===== src/rtl/multicycle_controller_if.sv =====
`default_nettype none
// ============================================================================
// Module      : multicycle_controller_if
// Description : Bundle between the multicycle controller and its datapath /
//               memory. The master side is the controller: it consumes the
//               instruction opcode and the memory ready flag, and drives every
//               datapath control, the memory request strobes and status flags.
//   opcode[5:0]     instruction[31:26], stable from DECODE onward
//   mem_ready       memory finishes the current access this cycle
//   mem_req         memory access request
//   mem_write       memory write strobe (only ever with mem_req)
//   iord            address select: 0 = PC, 1 = ALU-out
//   ir_write        load instruction register
//   pc_write        load program counter
//   branch          conditional PC load on ALU zero
//   reg_write       register file write enable
//   reg_dst         destination select: 1 = rd, 0 = rt
//   mem_to_reg      write-back select: 1 = memory data, 0 = ALU-out
//   alu_src_a       ALU A select: 1 = regA, 0 = PC
//   alu_src_b[1:0]  ALU B select: 00 regB, 01 const 4, 10 sext imm, 11 imm<<2
//   alu_op[1:0]     00 add, 01 sub, 10 use funct field
//   pc_src[1:0]     00 ALU result, 01 ALU-out, 10 jump target
//   state[3:0]      current state code
//   illegal_op      one-cycle pulse on an unrecognised opcode in DECODE
//   instr_retired   one-cycle pulse per completed instruction
// Revision    : 1.0 - initial release
// ============================================================================
interface multicycle_controller_if;
    logic [5:0] opcode;
    logic       mem_ready;
    logic       mem_req;
    logic       mem_write;
    logic       iord;
    logic       ir_write;
    logic       pc_write;
    logic       branch;
    logic       reg_write;
    logic       reg_dst;
    logic       mem_to_reg;
    logic       alu_src_a;
    logic [1:0] alu_src_b;
    logic [1:0] alu_op;
    logic [1:0] pc_src;
    logic [3:0] state;
    logic       illegal_op;
    logic       instr_retired;

    modport master (
        input  opcode, mem_ready,
        output mem_req, mem_write, iord, ir_write, pc_write, branch,
               reg_write, reg_dst, mem_to_reg, alu_src_a, alu_src_b,
               alu_op, pc_src, state, illegal_op, instr_retired
    );

    modport slave (
        output opcode, mem_ready,
        input  mem_req, mem_write, iord, ir_write, pc_write, branch,
               reg_write, reg_dst, mem_to_reg, alu_src_a, alu_src_b,
               alu_op, pc_src, state, illegal_op, instr_retired
    );
endinterface
`default_nettype wire


===== src/rtl/multicycle_controller.sv =====
`default_nettype none
// ============================================================================
// Module      : multicycle_controller
// Description : Moore-style control FSM for a multicycle MIPS-subset CPU
//               (lw, sw, R-type, beq, addi, j). Outputs are decoded from the
//               current state and mem_ready; illegal_op additionally looks at
//               the opcode while in DECODE. While reset is high every output
//               except state is held low.
//   clk    : sole clock, rising edge
//   reset  : synchronous, active-high; loads FETCH
//   bus    : multicycle_controller_if.master (see interface for signals)
// Revision    : 1.0 - initial release
// ============================================================================
module multicycle_controller (
    input  logic                           clk,
    input  logic                           reset,
    multicycle_controller_if.master        bus
);

    typedef enum logic [3:0] {
        ST_FETCH   = 4'd0,
        ST_DECODE  = 4'd1,
        ST_MEMADR  = 4'd2,
        ST_MEMRD   = 4'd3,
        ST_MEMWB   = 4'd4,
        ST_MEMWR   = 4'd5,
        ST_EXECUTE = 4'd6,
        ST_ALUWB   = 4'd7,
        ST_BEQ     = 4'd8,
        ST_ADDIEX  = 4'd9,
        ST_ADDIWB  = 4'd10,
        ST_JUMP    = 4'd11
    } state_t;

    localparam logic [5:0] OP_LW    = 6'b100011;
    localparam logic [5:0] OP_SW    = 6'b101011;
    localparam logic [5:0] OP_RTYPE = 6'b000000;
    localparam logic [5:0] OP_BEQ   = 6'b000100;
    localparam logic [5:0] OP_ADDI  = 6'b001000;
    localparam logic [5:0] OP_J     = 6'b000010;

    state_t state_q;
    state_t state_d;

    logic       w_op_known;
    logic       w_mem_req;
    logic       w_mem_write;
    logic       w_iord;
    logic       w_ir_write;
    logic       w_pc_write;
    logic       w_branch;
    logic       w_reg_write;
    logic       w_reg_dst;
    logic       w_mem_to_reg;
    logic       w_alu_src_a;
    logic [1:0] w_alu_src_b;
    logic [1:0] w_alu_op;
    logic [1:0] w_pc_src;
    logic       w_illegal_op;
    logic       w_instr_retired;

    always_comb begin
        w_op_known = 1'b0;
        case (bus.opcode)
            OP_LW, OP_SW, OP_RTYPE, OP_BEQ, OP_ADDI, OP_J: w_op_known = 1'b1;
            default:                                      w_op_known = 1'b0;
        endcase
    end

    // Next-state logic. Codes 12-15 are unreachable in normal operation and
    // fall through to FETCH via the default arm.
    always_comb begin
        state_d = ST_FETCH;
        case (state_q)
            ST_FETCH:   state_d = bus.mem_ready ? ST_DECODE : ST_FETCH;
            ST_DECODE: begin
                case (bus.opcode)
                    OP_LW, OP_SW: state_d = ST_MEMADR;
                    OP_RTYPE:     state_d = ST_EXECUTE;
                    OP_BEQ:       state_d = ST_BEQ;
                    OP_ADDI:      state_d = ST_ADDIEX;
                    OP_J:         state_d = ST_JUMP;
                    default:      state_d = ST_FETCH;
                endcase
            end
            ST_MEMADR:  state_d = (bus.opcode == OP_LW) ? ST_MEMRD : ST_MEMWR;
            ST_MEMRD:   state_d = bus.mem_ready ? ST_MEMWB : ST_MEMRD;
            ST_MEMWB:   state_d = ST_FETCH;
            ST_MEMWR:   state_d = bus.mem_ready ? ST_FETCH : ST_MEMWR;
            ST_EXECUTE: state_d = ST_ALUWB;
            ST_ALUWB:   state_d = ST_FETCH;
            ST_BEQ:     state_d = ST_FETCH;
            ST_ADDIEX:  state_d = ST_ADDIWB;
            ST_ADDIWB:  state_d = ST_FETCH;
            ST_JUMP:    state_d = ST_FETCH;
            default:    state_d = ST_FETCH;
        endcase
    end

    always_ff @(posedge clk) begin
        if (reset) begin
            state_q <= ST_FETCH;
        end else begin
            state_q <= state_d;
        end
    end

    // Output decode. The memory-wait states (FETCH, MEMWR) qualify their
    // one-shot effects with mem_ready so that each effect happens once, on
    // the cycle the access actually completes.
    always_comb begin
        w_mem_req       = 1'b0;
        w_mem_write     = 1'b0;
        w_iord          = 1'b0;
        w_ir_write      = 1'b0;
        w_pc_write      = 1'b0;
        w_branch        = 1'b0;
        w_reg_write     = 1'b0;
        w_reg_dst       = 1'b0;
        w_mem_to_reg    = 1'b0;
        w_alu_src_a     = 1'b0;
        w_alu_src_b     = 2'b00;
        w_alu_op        = 2'b00;
        w_pc_src        = 2'b00;
        w_illegal_op    = 1'b0;
        w_instr_retired = 1'b0;
        case (state_q)
            ST_FETCH: begin
                w_mem_req   = 1'b1;
                w_alu_src_b = 2'b01;
                w_ir_write  = bus.mem_ready;
                w_pc_write  = bus.mem_ready;
            end
            ST_DECODE: begin
                w_alu_src_b  = 2'b11;
                w_illegal_op = ~w_op_known;
            end
            ST_MEMADR: begin
                w_alu_src_a = 1'b1;
                w_alu_src_b = 2'b10;
            end
            ST_MEMRD: begin
                w_mem_req = 1'b1;
                w_iord    = 1'b1;
            end
            ST_MEMWB: begin
                w_reg_write     = 1'b1;
                w_mem_to_reg    = 1'b1;
                w_instr_retired = 1'b1;
            end
            ST_MEMWR: begin
                w_mem_req       = 1'b1;
                w_mem_write     = 1'b1;
                w_iord          = 1'b1;
                w_instr_retired = bus.mem_ready;
            end
            ST_EXECUTE: begin
                w_alu_src_a = 1'b1;
                w_alu_op    = 2'b10;
            end
            ST_ALUWB: begin
                w_reg_write     = 1'b1;
                w_reg_dst       = 1'b1;
                w_instr_retired = 1'b1;
            end
            ST_BEQ: begin
                w_alu_src_a     = 1'b1;
                w_alu_op        = 2'b01;
                w_branch        = 1'b1;
                w_pc_src        = 2'b01;
                w_instr_retired = 1'b1;
            end
            ST_ADDIEX: begin
                w_alu_src_a = 1'b1;
                w_alu_src_b = 2'b10;
            end
            ST_ADDIWB: begin
                w_reg_write     = 1'b1;
                w_instr_retired = 1'b1;
            end
            ST_JUMP: begin
                w_pc_write      = 1'b1;
                w_pc_src        = 2'b10;
                w_instr_retired = 1'b1;
            end
            default: begin
            end
        endcase

        // Reset overrides everything so an abandoned access cannot strobe
        // memory or the register file while the FSM is being reloaded.
        if (reset) begin
            w_mem_req       = 1'b0;
            w_mem_write     = 1'b0;
            w_iord          = 1'b0;
            w_ir_write      = 1'b0;
            w_pc_write      = 1'b0;
            w_branch        = 1'b0;
            w_reg_write     = 1'b0;
            w_reg_dst       = 1'b0;
            w_mem_to_reg    = 1'b0;
            w_alu_src_a     = 1'b0;
            w_alu_src_b     = 2'b00;
            w_alu_op        = 2'b00;
            w_pc_src        = 2'b00;
            w_illegal_op    = 1'b0;
            w_instr_retired = 1'b0;
        end
    end

    assign bus.mem_req       = w_mem_req;
    assign bus.mem_write     = w_mem_write;
    assign bus.iord          = w_iord;
    assign bus.ir_write      = w_ir_write;
    assign bus.pc_write      = w_pc_write;
    assign bus.branch        = w_branch;
    assign bus.reg_write     = w_reg_write;
    assign bus.reg_dst       = w_reg_dst;
    assign bus.mem_to_reg    = w_mem_to_reg;
    assign bus.alu_src_a     = w_alu_src_a;
    assign bus.alu_src_b     = w_alu_src_b;
    assign bus.alu_op        = w_alu_op;
    assign bus.pc_src        = w_pc_src;
    assign bus.state         = state_q;
    assign bus.illegal_op    = w_illegal_op;
    assign bus.instr_retired = w_instr_retired;

endmodule
`default_nettype wire


===== src/flat_wrapper.sv =====
// flat-port wrapper written by rule: the top's interface ports become plain ports
module multicycle_controller_flat 
  (clk, reset, bus_opcode, bus_mem_ready, bus_mem_req, bus_mem_write, bus_iord, bus_ir_write, bus_pc_write, bus_branch, bus_reg_write, bus_reg_dst, bus_mem_to_reg, bus_alu_src_a, bus_alu_src_b, bus_alu_op, bus_pc_src, bus_state, bus_illegal_op, bus_instr_retired);
  multicycle_controller_if bus_i ();
  input  logic clk;
  input  logic reset;
  input wire logic [$bits(bus_i.opcode)-1:0] bus_opcode;
  input wire logic [$bits(bus_i.mem_ready)-1:0] bus_mem_ready;
  output wire logic [$bits(bus_i.mem_req)-1:0] bus_mem_req;
  output wire logic [$bits(bus_i.mem_write)-1:0] bus_mem_write;
  output wire logic [$bits(bus_i.iord)-1:0] bus_iord;
  output wire logic [$bits(bus_i.ir_write)-1:0] bus_ir_write;
  output wire logic [$bits(bus_i.pc_write)-1:0] bus_pc_write;
  output wire logic [$bits(bus_i.branch)-1:0] bus_branch;
  output wire logic [$bits(bus_i.reg_write)-1:0] bus_reg_write;
  output wire logic [$bits(bus_i.reg_dst)-1:0] bus_reg_dst;
  output wire logic [$bits(bus_i.mem_to_reg)-1:0] bus_mem_to_reg;
  output wire logic [$bits(bus_i.alu_src_a)-1:0] bus_alu_src_a;
  output wire logic [$bits(bus_i.alu_src_b)-1:0] bus_alu_src_b;
  output wire logic [$bits(bus_i.alu_op)-1:0] bus_alu_op;
  output wire logic [$bits(bus_i.pc_src)-1:0] bus_pc_src;
  output wire logic [$bits(bus_i.state)-1:0] bus_state;
  output wire logic [$bits(bus_i.illegal_op)-1:0] bus_illegal_op;
  output wire logic [$bits(bus_i.instr_retired)-1:0] bus_instr_retired;
  assign bus_i.opcode = bus_opcode;
  assign bus_i.mem_ready = bus_mem_ready;
  assign bus_mem_req = bus_i.mem_req;
  assign bus_mem_write = bus_i.mem_write;
  assign bus_iord = bus_i.iord;
  assign bus_ir_write = bus_i.ir_write;
  assign bus_pc_write = bus_i.pc_write;
  assign bus_branch = bus_i.branch;
  assign bus_reg_write = bus_i.reg_write;
  assign bus_reg_dst = bus_i.reg_dst;
  assign bus_mem_to_reg = bus_i.mem_to_reg;
  assign bus_alu_src_a = bus_i.alu_src_a;
  assign bus_alu_src_b = bus_i.alu_src_b;
  assign bus_alu_op = bus_i.alu_op;
  assign bus_pc_src = bus_i.pc_src;
  assign bus_state = bus_i.state;
  assign bus_illegal_op = bus_i.illegal_op;
  assign bus_instr_retired = bus_i.instr_retired;
  multicycle_controller u_core (.clk(clk), .reset(reset), .bus(bus_i));
endmodule

===== config.mk =====
export PLATFORM = sky130hd
export DESIGN_NAME = multicycle_controller_flat
export DESIGN_NICKNAME = d
export VERILOG_FILES = /design/src/rtl/multicycle_controller_if.sv /design/src/rtl/multicycle_controller.sv /design/src/flat_wrapper.sv
export SDC_FILE = /design/constraint.sdc
export NUM_CORES = 1
export LEC_CHECK = 0
export CAP_MARGIN = 20
export CORE_ASPECT_RATIO = 0.9
export CORE_MARGIN = 3
export CORE_UTILIZATION = 40
export DETAILED_ROUTE_END_ITERATION = 7
export GPL_TIMING_DRIVEN = 1
export PLACE_DENSITY = 0.82
export SETUP_SLACK_MARGIN = 0.15
export SLEW_MARGIN = 0
export SYNTH_ARGS = -nofsm -noshare
export SYNTH_HDL_FRONTEND = slang
export SYNTH_SLANG_ARGS = --single-unit

===== constraint.sdc =====
create_clock -name clk -period 3.5 [get_ports clk]
set_input_delay 0.7 -clock clk [delete_from_list [all_inputs] [get_ports clk]]
set_output_delay 0.7 -clock clk [all_outputs]
set_load 0.03 [all_outputs]

==> metrics.txt <==
status=finished clean; flops & latches, synth=4; Filler cells=116; row count=12; detailed-route vias per instance=5.985; IR drop worst, VDD=147.0 uV; port bufs=30; Worst setup SP type=input pin; CP Class=input pin to primary output; routability cong.=0.8307; worst skew pair latency=0.24 ns; Core Region=1351 um2; Max Cap Viol=0; H-tree levels=1; Req. time, crit path=2.80 ns; LEAKAGE=0.3574 nW; slowest CP cell=clkdlybuf4s50_1; Final Power=174.0 uW; share of power burned in registers=28.4%; Starting Density=46.20%; routed vias=814; CP most frequent cell=clkdlybuf4s50_1; die width=47.65 um; first-pass GRT wire length=3160 um; crit path time final=3.241 ns; Final ANT Viol Nets=0; Slew Viols, Final=0; Hold Vio Cnt, Final=0; period utilisation layout=92.61%; share of the synthesized area in the top cell type=12.83%; post-route design area=940.9 um2; post-synthesis cell type count=35; cts repair resizes=0; share of layout cells above drive strength 1=10.66%; DR DRC count=0; Congestion Overflow GR=0; TritonRoute pass-1 iters=4; Area Overhead vs Synth=50.70%; CTS root buf=clkbuf_4; routed len/inst=14.16 um; CP Cell Sequence=clkdlybuf4s50_1 > xor2_1 > o211ai_1 > and3_1 > clkdlybuf4s50_1; slowest cell delay on critical path=0.67 ns; Worst EP arrival=2.54 ns; final clock skew=0.001935 ns; Synth area leaders=dfxtp_1 (13%), nor2_1 (9.0%), nor3_1 (8.0%); Tot GR Track Use=20.91%; RSZ-0062 raised after global routing=no; pre-CTS setup slack=0.2655 ns; vias in the first global route=712; placed cells=133; CTS Buf Count=3; max reg flops=4; clk slew on worst S/H paths=0.03 ns; Ports=31; DP HPWL=1507 um; fraction of registers with async set/reset=0%; setup repair bufs after CTS=0; most numerous cell in the Yosys netlist=nor2_1; CTS tree=yes; final setup vio count=0; Top FF cell, synth=dfxtp_1; Yosys Warn Count=0; clock buffer depth=2; switch share=33.33%; Cells after Synth=93; Post-CTS Hold Buffers=0; largest net degree at the start of global routing=18; Int Power=116.0 uW; EDFF count, synth=0; Diodes inserted=0; Fmax=308.5 MHz; die height=43.48 um; power share of the clock group=33.0%; synth cell count leaders=nor2_1 (15), nor3_1 (10), a21oi_1 (5), and3_1 (5), nor4_1 (5); sequential share of the synthesized area=12.83%; synthesized area=624.3 um2; CP max FO=6; Cell Area, Placed=918.4 um2; Synth Area per Inst=6.713 um2; clk sinks=4; final WL=1926 um; setup_tns=0 ns; # nets final=133; Iter 0 DRT Violations=36; Die Area=2072 um2; Syn Nets=102; Slew @ Worst Pin=0.5388 ns; Power Density=185.0 nW/um2; antenna violations before repair=0; combinational power share=38.7%; element type at the critical path end=primary output; Hold Path Class=register to register; Slew headroom=64.03%; Synth area leader=dfxtp_1; Final Non-Filler Cells=136; P_sw=58.01 uW; fin worst setup slack=0.2588 ns
-- cell families after synthesis --
logic type,after synthesis,share of synthesized area [%]
xor+xnor,3,4.209
simple gates,52,44.69
mux,1,1.603
compound gates,21,24.45
buf+inv,12,12.22
flops,4,12.83
-- final cells by class --
| type | instances | area [um2] | share of cell area, % |
|---|---|---|---|
| clock buffers | 3 | 22.52 | 2.394 |
| inverters | 2 | 7.507 | 0.7979 |
| multi-input cells | 77 | 467.9 | 49.73 |
| flip-flops and latches | 4 | 80.08 | 8.511 |
| well taps | 14 | 17.52 | 1.862 |
| repair buffers | 36 | 345.3 | 36.70 |
-- worst paths after layout --
path	from	endpoint	slack (ns)	cells past startpoint
max	bus_opcode[3]	bus_illegal_op	0.26	5
min	u_core.bus.state[0]	u_core.bus.state[3]	0.71	2
max reg2reg	u_core.bus.state[1]	u_core.bus.state[1]	2.07	4
min reg2reg	u_core.bus.state[0]	u_core.bus.state[3]	0.71	2
-- power by group through the flow --
stage	registers (mW)	clock network, mW	logic [mW]
floorplan	0.0501	0	0.0368
global placement	0.0501	0	0.0656
detailed placement	0.0501	0	0.0667
CTS	0.0495	0.0579	0.0669
global route	0.0497	0.0639	0.0727
finish	0.0494	0.0573	0.0673
-- critical path, delay by kind of cell --
| family | cells | cell delay [ns] |
|---|---|---|
| xor+xnor | 1 | 0.22 |
| compound gates | 1 | 0.24 |
| simple gates | 1 | 0.19 |
| buf+inv | 2 | 1.19 |
-- metal layers --
metal  global-route usage [%]  vias up  share of wire [%]
li1                         -      402                  -
met1                    26.94      366                 43
met2                    31.28       38                 47
met3                    4.564        8                7.3
met4                    11.83        0                2.9
met5                        0        -                  0
-- cell usage in the layout, fill, tap and decap left out, types with 2 or more instances in the layout --
cell,count
o21ai_0,2
nor4_1,5
nor3_1,10
or3_1,2
nor2b_1,4
a21o_1,2
a21oi_1,5
nand2b_1,3
nor2_1,15
xor2_1,2
buf_4,6
nand2_1,3
and3_1,5
o21ai_1,3
clkbuf_4,3
clkdlybuf4s50_1,30
dfxtp_1,4
o211ai_1,2
-- through the flow --
stage          utilization (%)  hold WS (ns)
3_5_place_dp             67.96        0.7028
5_1_grt                  69.63        0.7522
4_1_cts                  69.63        0.7099
2_1_floorplan                -        0.7201
3_3_place_gp             67.96        0.7077
6_report                 69.63        0.7088
(Power assumes the default switching activity.)
